$ cat src/rtl/rtc_sweep_ctrl_pkg.sv
// Shared types and constants for the RTC register sweep sequencer.
// Includes the index/direction mapping for each sweep step.
package rtc_sweep_ctrl_pkg;

    typedef enum logic [2:0] {
        IDLE,
        SETUP,
        REQ,
        NEXT,
        DONE
    } state_t;

    typedef enum logic {
        RD = 1'b0,
        WR = 1'b1
    } mode_t;

    localparam logic [3:0] CMD_IDX          = 4'd0;
    localparam int         DEFAULT_LAST_IDX = 9;

    // Write sweeps shift the data registers first and finish with the command write.
    function automatic logic [3:0] step_idx(input mode_t mode, input logic [3:0] step,
                                            input logic [3:0] last);
        if (mode == RD)
            return step;
        return (step == last) ? CMD_IDX : step + 4'd1;
    endfunction

    function automatic logic step_is_wr(input mode_t mode, input logic [3:0] step);
        return (mode == WR) || (step == CMD_IDX);
    endfunction

endpackage

$ cat src/rtl/rtc_sweep_ctrl_ack.sv
// Request watchdog: counts REQ cycles and flags the last cycle allowed
// before the sweep must give up on a missing acknowledge.
module ack_watchdog #(
    parameter int TIMEOUT = 255
) (
    input  logic clk,
    input  logic reset,
    input  logic clr,
    input  logic en,
    output logic expired
);

    logic [7:0] count;

    always_ff @(posedge clk or posedge reset) begin
        if (reset)
            count <= 8'd0;
        else if (clr)
            count <= 8'd0;
        else if (en)
            count <= count + 8'd1;
    end

    assign expired = en && (count == 8'(TIMEOUT - 1));

endmodule

$ cat src/rtl/rtc_sweep_ctrl.sv
// Sweep sequencer: walks the RTC register indices, driving the decoder
// and issuing one bus transaction per index with an ack watchdog.
module rtc_sweep_ctrl
    import rtc_sweep_ctrl_pkg::*;
#(
    parameter int LAST_IDX = DEFAULT_LAST_IDX,
    parameter int TIMEOUT  = 255
) (
    input  logic       clk,
    input  logic       reset,
    input  logic       start_rd,
    input  logic       start_wr,
    output logic [3:0] idx,
    output logic       deco_en,
    output logic       bus_req,
    output logic       bus_wr,
    input  logic       bus_ack,
    output logic       rd_valid,
    output logic       busy,
    output logic       done,
    output logic       err
);

    localparam logic [3:0] LAST = 4'(LAST_IDX);

    state_t     state;
    mode_t      mode;
    mode_t      start_mode;
    logic [3:0] step;
    logic [3:0] step_nxt;
    logic       in_req;
    logic       expired;

    assign in_req     = (state == REQ);
    assign start_mode = start_rd ? RD : WR;
    assign step_nxt   = step + 4'd1;

    ack_watchdog #(.TIMEOUT(TIMEOUT)) u_wdog (
        .clk     (clk),
        .reset   (reset),
        .clr     (!in_req),
        .en      (in_req),
        .expired (expired)
    );

    // Outputs are loaded alongside the state they belong to, so each pulse
    // appears in the cycle of the state that owns it.
    always_ff @(posedge clk or posedge reset) begin
        if (reset) begin
            state    <= IDLE;
            mode     <= RD;
            step     <= 4'd0;
            idx      <= 4'd0;
            deco_en  <= 1'b0;
            bus_req  <= 1'b0;
            bus_wr   <= 1'b0;
            rd_valid <= 1'b0;
            busy     <= 1'b0;
            done     <= 1'b0;
            err      <= 1'b0;
        end else begin
            rd_valid <= 1'b0;
            done     <= 1'b0;
            err      <= 1'b0;
            case (state)
                IDLE: begin
                    if (start_rd || start_wr) begin
                        mode    <= start_mode;
                        step    <= 4'd0;
                        idx     <= step_idx(start_mode, 4'd0, LAST);
                        bus_wr  <= step_is_wr(start_mode, 4'd0);
                        deco_en <= 1'b1;
                        busy    <= 1'b1;
                        state   <= SETUP;
                    end
                end
                SETUP: begin
                    bus_req <= 1'b1;
                    state   <= REQ;
                end
                REQ: begin
                    if (bus_ack) begin
                        bus_req  <= 1'b0;
                        rd_valid <= !bus_wr;
                        state    <= NEXT;
                    end else if (expired) begin
                        bus_req <= 1'b0;
                        bus_wr  <= 1'b0;
                        deco_en <= 1'b0;
                        busy    <= 1'b0;
                        idx     <= 4'd0;
                        err     <= 1'b1;
                        state   <= IDLE;
                    end
                end
                NEXT: begin
                    if (step == LAST) begin
                        deco_en <= 1'b0;
                        bus_wr  <= 1'b0;
                        idx     <= 4'd0;
                        done    <= 1'b1;
                        state   <= DONE;
                    end else begin
                        step   <= step_nxt;
                        idx    <= step_idx(mode, step_nxt, LAST);
                        bus_wr <= step_is_wr(mode, step_nxt);
                        state  <= SETUP;
                    end
                end
                DONE: begin
                    busy  <= 1'b0;
                    state <= IDLE;
                end
                default: state <= IDLE;
            endcase
        end
    end

endmodule

$ cat config.mk
export PLATFORM = sky130hd
export DESIGN_NAME = rtc_sweep_ctrl
export DESIGN_NICKNAME = d
export VERILOG_FILES = /design/src/rtl/rtc_sweep_ctrl_pkg.sv /design/src/rtl/rtc_sweep_ctrl_ack.sv /design/src/rtl/rtc_sweep_ctrl.sv
export SDC_FILE = /design/constraint.sdc
export NUM_CORES = 1
export LEC_CHECK = 0
export BUFFER_PORTS_ARGS = -buffer_cell sky130_fd_sc_hd__buf_2
export CAP_MARGIN = 20
export CORE_UTILIZATION = 45
export DETAILED_ROUTE_END_ITERATION = 16
export PLACE_DENSITY = 0.64
export SYNTH_ARGS = -nofsm -noshare
export SYNTH_HDL_FRONTEND = slang
export SYNTH_SLANG_ARGS = --single-unit
$ cat constraint.sdc
create_clock -name clk -period 2.1 [get_ports clk]
set_input_delay 0.525 -clock clk [delete_from_list [all_inputs] [get_ports clk]]
set_output_delay 0.525 -clock clk [all_outputs]
set_load 0.02 [all_outputs]
# After elaboration in Yosys (flattened, before gate mapping)
# Cells that the tools add are included.
# word_totals
out_inout_bits,11
reg_bits,27
wordCells,88
# classes
reduce_logical,17
eq_ne,13
muxes,43
add_sub_neg,3
# op_table
op,n
two-way mux 4 bit,11
two-way mux 1 bit,20
two-way mux 3 bit,4
one-hot mux 3 bit (4 select lines),1
one-hot mux 4 bit (3 select lines),1
"inequality test 2 bit, second input constant",5
one-hot mux 1 bit (3 select lines),3
"adder 4 x 1 -> 4 bit, second input constant",2
"adder 8 x 1 -> 8 bit, second input constant",1
"equality test 4 bit, second input constant",2
"equality test 8 bit, second input constant",1
two-way mux 8 bit,1
one-hot mux 4 bit (2 select lines),1
AND reduction 4 bit,2
"equality test 3 x 2 -> 1 bit, second input constant",2
AND reduction 2 bit,3
nonzero test 3 bit,2
AND reduction 5 bit,1
logical NOT 4 bit,1
nonzero test 2 bit,2
"equality test 3 x 1 -> 1 bit, second input constant",1
"equality test 3 bit, second input constant",1
logical NOT 3 bit,1
"inequality test 3 bit, second input constant",1
other kinds (5),6

# Depth between registers and ports, before layout
# logic_depth
depth_word,6
mapped_depth,7
depth_no_buf,6

# Modules after synthesis
# Synthesis repeated with hierarchy kept, for this count alone.
# hier_totals
hier_cells,147
hier_area_um2,1507.7
# modules_own_cells
module,instances,cells_each,area_per_inst_um2,seq_area_each_um2
rtc_sweep_ctrl,1,105,1088.5,475.5
ack_watchdog,1,42,419.2,200.2

# Worst setup path before layout
# No wires, ideal clock.
# synth_path
path_type,reg-to-reg
from,register step[0]
to,register idx[3]
path_slack_ns,0.373
synth_period_minus_slack_ns,1.727
arrival_time_ns,1.606
stages_incl_launch_ff,8
setup_time_ns,0.122
cell_sequence,dfrtp_1 > clkbuf_1 > inv_1 > ha_1 > inv_1 > o31ai_1 > xor2_1 > a32o_1
# synth_between
elab_chain_len,6
word_cells_on_any_way,9
classes_between,2 x add/sub; 2 x eq/ne; 5 x mux
# synth_lines
element,line,rtl
from (decl),rtc_sweep_ctrl.sv:29,logic [3:0] step;
from (signal assigned),rtc_sweep_ctrl.sv:104,step <= step_nxt;
adder 4 x 1 -> 4 bit,rtc_sweep_ctrl.sv:36,assign step_nxt = step + 4'd1;
adder 4 x 1 -> 4 bit / equality test 4 bit (equally long branches),rtc_sweep_ctrl_pkg.sv:26,return (step == last) ? CMD_IDX : step + 4'd1;
two-way mux 4 bit (2 in a row),rtc_sweep_ctrl_pkg.sv:26,
two-way mux 4 bit (*),rtc_sweep_ctrl.sv:97,if (step == LAST) begin
one-hot mux 4 bit (3 select lines) (*),rtc_sweep_ctrl.sv:65,case (state)
to (signal assigned),rtc_sweep_ctrl.sv:70,"idx <= step_idx(start_mode, 4'd0, LAST);"
to (signal assigned),rtc_sweep_ctrl.sv:105,"idx <= step_idx(mode, step_nxt, LAST);"
to (decl),rtc_sweep_ctrl.sv:13,"output logic [3:0] idx,"
# Mark *: on every way between the ends. The rest lies on a longest branch, timed or not. The select of a mux whose other input is x is not followed.
# A chain may end at the register's enable or synchronous reset.

# Final worst setup path
# layout_path
from,register step[0]
to,register idx[1]
# Same word-level chain as after synthesis.

==> summary.md <==
| Metric | Value |
|---|---|
| Clock Latency Late Sink | `0.32 ns` |
| CTS Buffer Depth | `2` |
| Count leader, synth | `dfrtp_1` |
| DRT Pass-1 Iters | `12` |
| Total gr overflow | `0` |
| Via Count | `1,001` |
| FF-to-FF setup slack | `0.21 ns` |
| Number of gates resized after CTS | `0` |
| Gpl congestion | `0.827` |
| CTS Sinks | `27` |
| Post-CTS setup buffer count | `0` |
| Register area share after synthesis | `48.8%` |
| Crit. End Element | `flop` |
| Status | `finished with violations` |
| Pwr Density | `1310 nW/µm²` |
| Peak supply drop | `0.539 mV` |
| Hpwl dp | `1.83 mm` |
| Largest cells by area after synthesis | `dfrtp_1 49%, xor2_1 6.3%, ha_1 5.4%` |
| Commonest cells in the netlist | `27 x dfrtp_1, 16 x nor2_1, 10 x xor2_1` |
| Clock transition at path regs | `0.16 ns` |
| Htree depth | `1` |
| Most common flop cell mapped by yosys | `dfrtp_1` |
| Power Total | `0.00196 W` |
| Routed WL | `2.55 mm` |
| Chip width | `57.5 µm` |
| Flops & latches, synth | `27` |
| Number of core rows | `19` |
| Top cell type by total area after synthesis | `dfrtp_1` |
| Initial Util | `49.0%` |
| Mean Syn Cell Area | `10.4 µm²` |
| Worst setup margin | `0.206 ns` |
| Crit start category | `flop` |
| Synth unique cells | `37` |
| Leakage | `0.719 nW` |
| Slew Viols, Final | `0` |
| Required time of the critical path | `2.33 ns` |
| Clock buffer count from CTS | `3` |
| Largest net degree at the start of global routing | `28` |
| Asr flop ratio synth | `100%` |
| Data arrival time of the critical path | `2.12 ns` |
| Design area | `1500 µm²` |
| Antenna-violating nets left | `0` |
| Synthesized Nets | `144` |
| Clock Skew | `0.00961 ns` |
| Area delta synth->final | `8.04%` |
| All-Layer GR Usage | `16.9%` |
| Yosys warns | `0` |
| Global-route wire length before repair | `4.31 mm` |
| Post-route DRC | `1` |
| Final #Nets | `160` |
| Detailed-route wire length per cell | `14.3 µm` |
| Area post-placement | `1470 µm²` |
| EDFF count, synth | `0` |
| Failing checks | `DRC` |
| CTS Root Cell | `clkbuf_4` |
| Initial antenna violation count | `0` |
| Reg2reg start | `step[0]` |
| Die Height | `57.5 µm` |
| Worst-Margin Slew | `0.355 ns` |
| # IOs | `16` |
| Layout cell share with drive strength beyond 1 | `19.6%` |
| Number of buffers added on ports | `15` |
| Ant. Diodes | `0` |
| Max Cap Viol | `0` |
| Hold Buf Count CTS | `0` |
| Setup TNS | `0 ns` |
| FF-to-FF path depth | `5` |
| TritonCTS clock tree | `done` |
| Vias in the first global route | `926` |
| Final setup viols | `0` |
| Critical path class | `reg2reg` |
| F_max | `0.528 GHz` |
| Full die area | `3300 µm²` |
| Core area | `2830 µm²` |
| Tcrit/Tclk final | `90.2%` |
| Synthesized instance count | `133` |
| Setup slack at placement | `0.244 ns` |
| Worst Hold Class | `in2async` |
| Tmin final | `1.89 ns` |
| Initial DRC Count | `35` |
| Final hold violations | `0` |
| Worst R2R End | `idx[1]` |
| Worst slew margin | `76.2%` |
| RSZ-0062 raised after global routing | `false` |
| Via-to-Cell Ratio | `5.59` |
| Top cell type's share of synthesized area | `48.8%` |
| Mapped Area | `1390 µm²` |
| Crit-path max FO | `9` |
## per-stage QoR
| stage | hold WS, ns | util, % | instances |
|---|---|---|---|
| detailed placement | 0.479 | 51.8 | 175 |
| finish | 0.222 | 52.9 | 179 |
| floorplan | 0.494 | - | 133 |
| global route | 0.224 | 52.9 | 179 |
| CTS | 0.234 | 52.9 | 179 |
| global placement | 0.481 | 51.8 | 175 |
## routing by layer
metal / share of wire, % / vias up / global-route usage [%]
met5: 0 / - / 0
met4: 0.67 / 0 / 5.23
met3: 3.0 / 2 / 2.95
met2: 44 / 13 / 24.9
met1: 52 / 498 / 25.3
li1: - / 488 / -
## state kept, by name, summed over array words and instances, names as in the netlist
name	cells
u_wdog.count	8
err	1
bus_req	1
step	4
deco_en	1
mode	1
busy	1
bus_wr	1
state	3
done	1
rd_valid	1
idx	4
## worst max path at each step
stage	start	to	slack (ns)
after CTS	step[0]	idx[1]	0.21
final	step[0]	idx[1]	0.21
after global routing	step[0]	idx[1]	0.08
after detailed placement	step[0]	idx[1]	0.24
after global placement	step[0]	idx[1]	0.28
after floorplan	step[0]	idx[3]	0.37
## worst max-delay path, cell delays in order, from the launching register on
cell     delay (ns)
dfrtp_1        0.51
ha_1           0.29
xnor2_1        0.29
nand3_1        0.14
or2_2          0.32
a32o_1         0.25
## placed cells by master, fill, tap and decap left out, drive strengths merged, types with 3 or more instances in the layout
cell / count
inv: 8
buf: 17
ha: 6
nand3: 6
o22ai: 3
xor2: 10
o21ai: 3
dfrtp: 27
a32o: 3
nand2: 8
xnor2: 3
nor2: 16
a21oi: 6
clkbuf: 3
nor3: 3
## layout make-up
class | instances | area (µm²)
fillers | 259 | 1330
well taps | 31 | 38.8
clock buffers | 3 | 22.5
multi-input cells | 92 | 632
inverters | 8 | 30.0
repair buffers | 17 | 90.1
flip-flops and latches | 27 | 676
clock inverters | 1 | 7.51
## logic make-up (layout without fill, tap and decap cells)
kind of cell	Yosys count	after routing	synth area share, %
AOI/OAI and AO/OA	25	25	13.0
DFF	27	27	48.8
muxes	2	2	1.54
xor gates and xnor gates	13	13	8.22
and+or+nand+nor	46	46	17.4
buffers and inverters	14	29	5.60
adders and majority gates	6	6	5.42
## report_power, final
group          leakage [nW]  internal, W  total (W)  switching, W
combinational         0.355     0.000390   0.000892      0.000502
sequential            0.349     0.000659   0.000839      0.000179
clock                0.0139    0.0000726   0.000231      0.000158
Power figures use the tool's default switching activity.
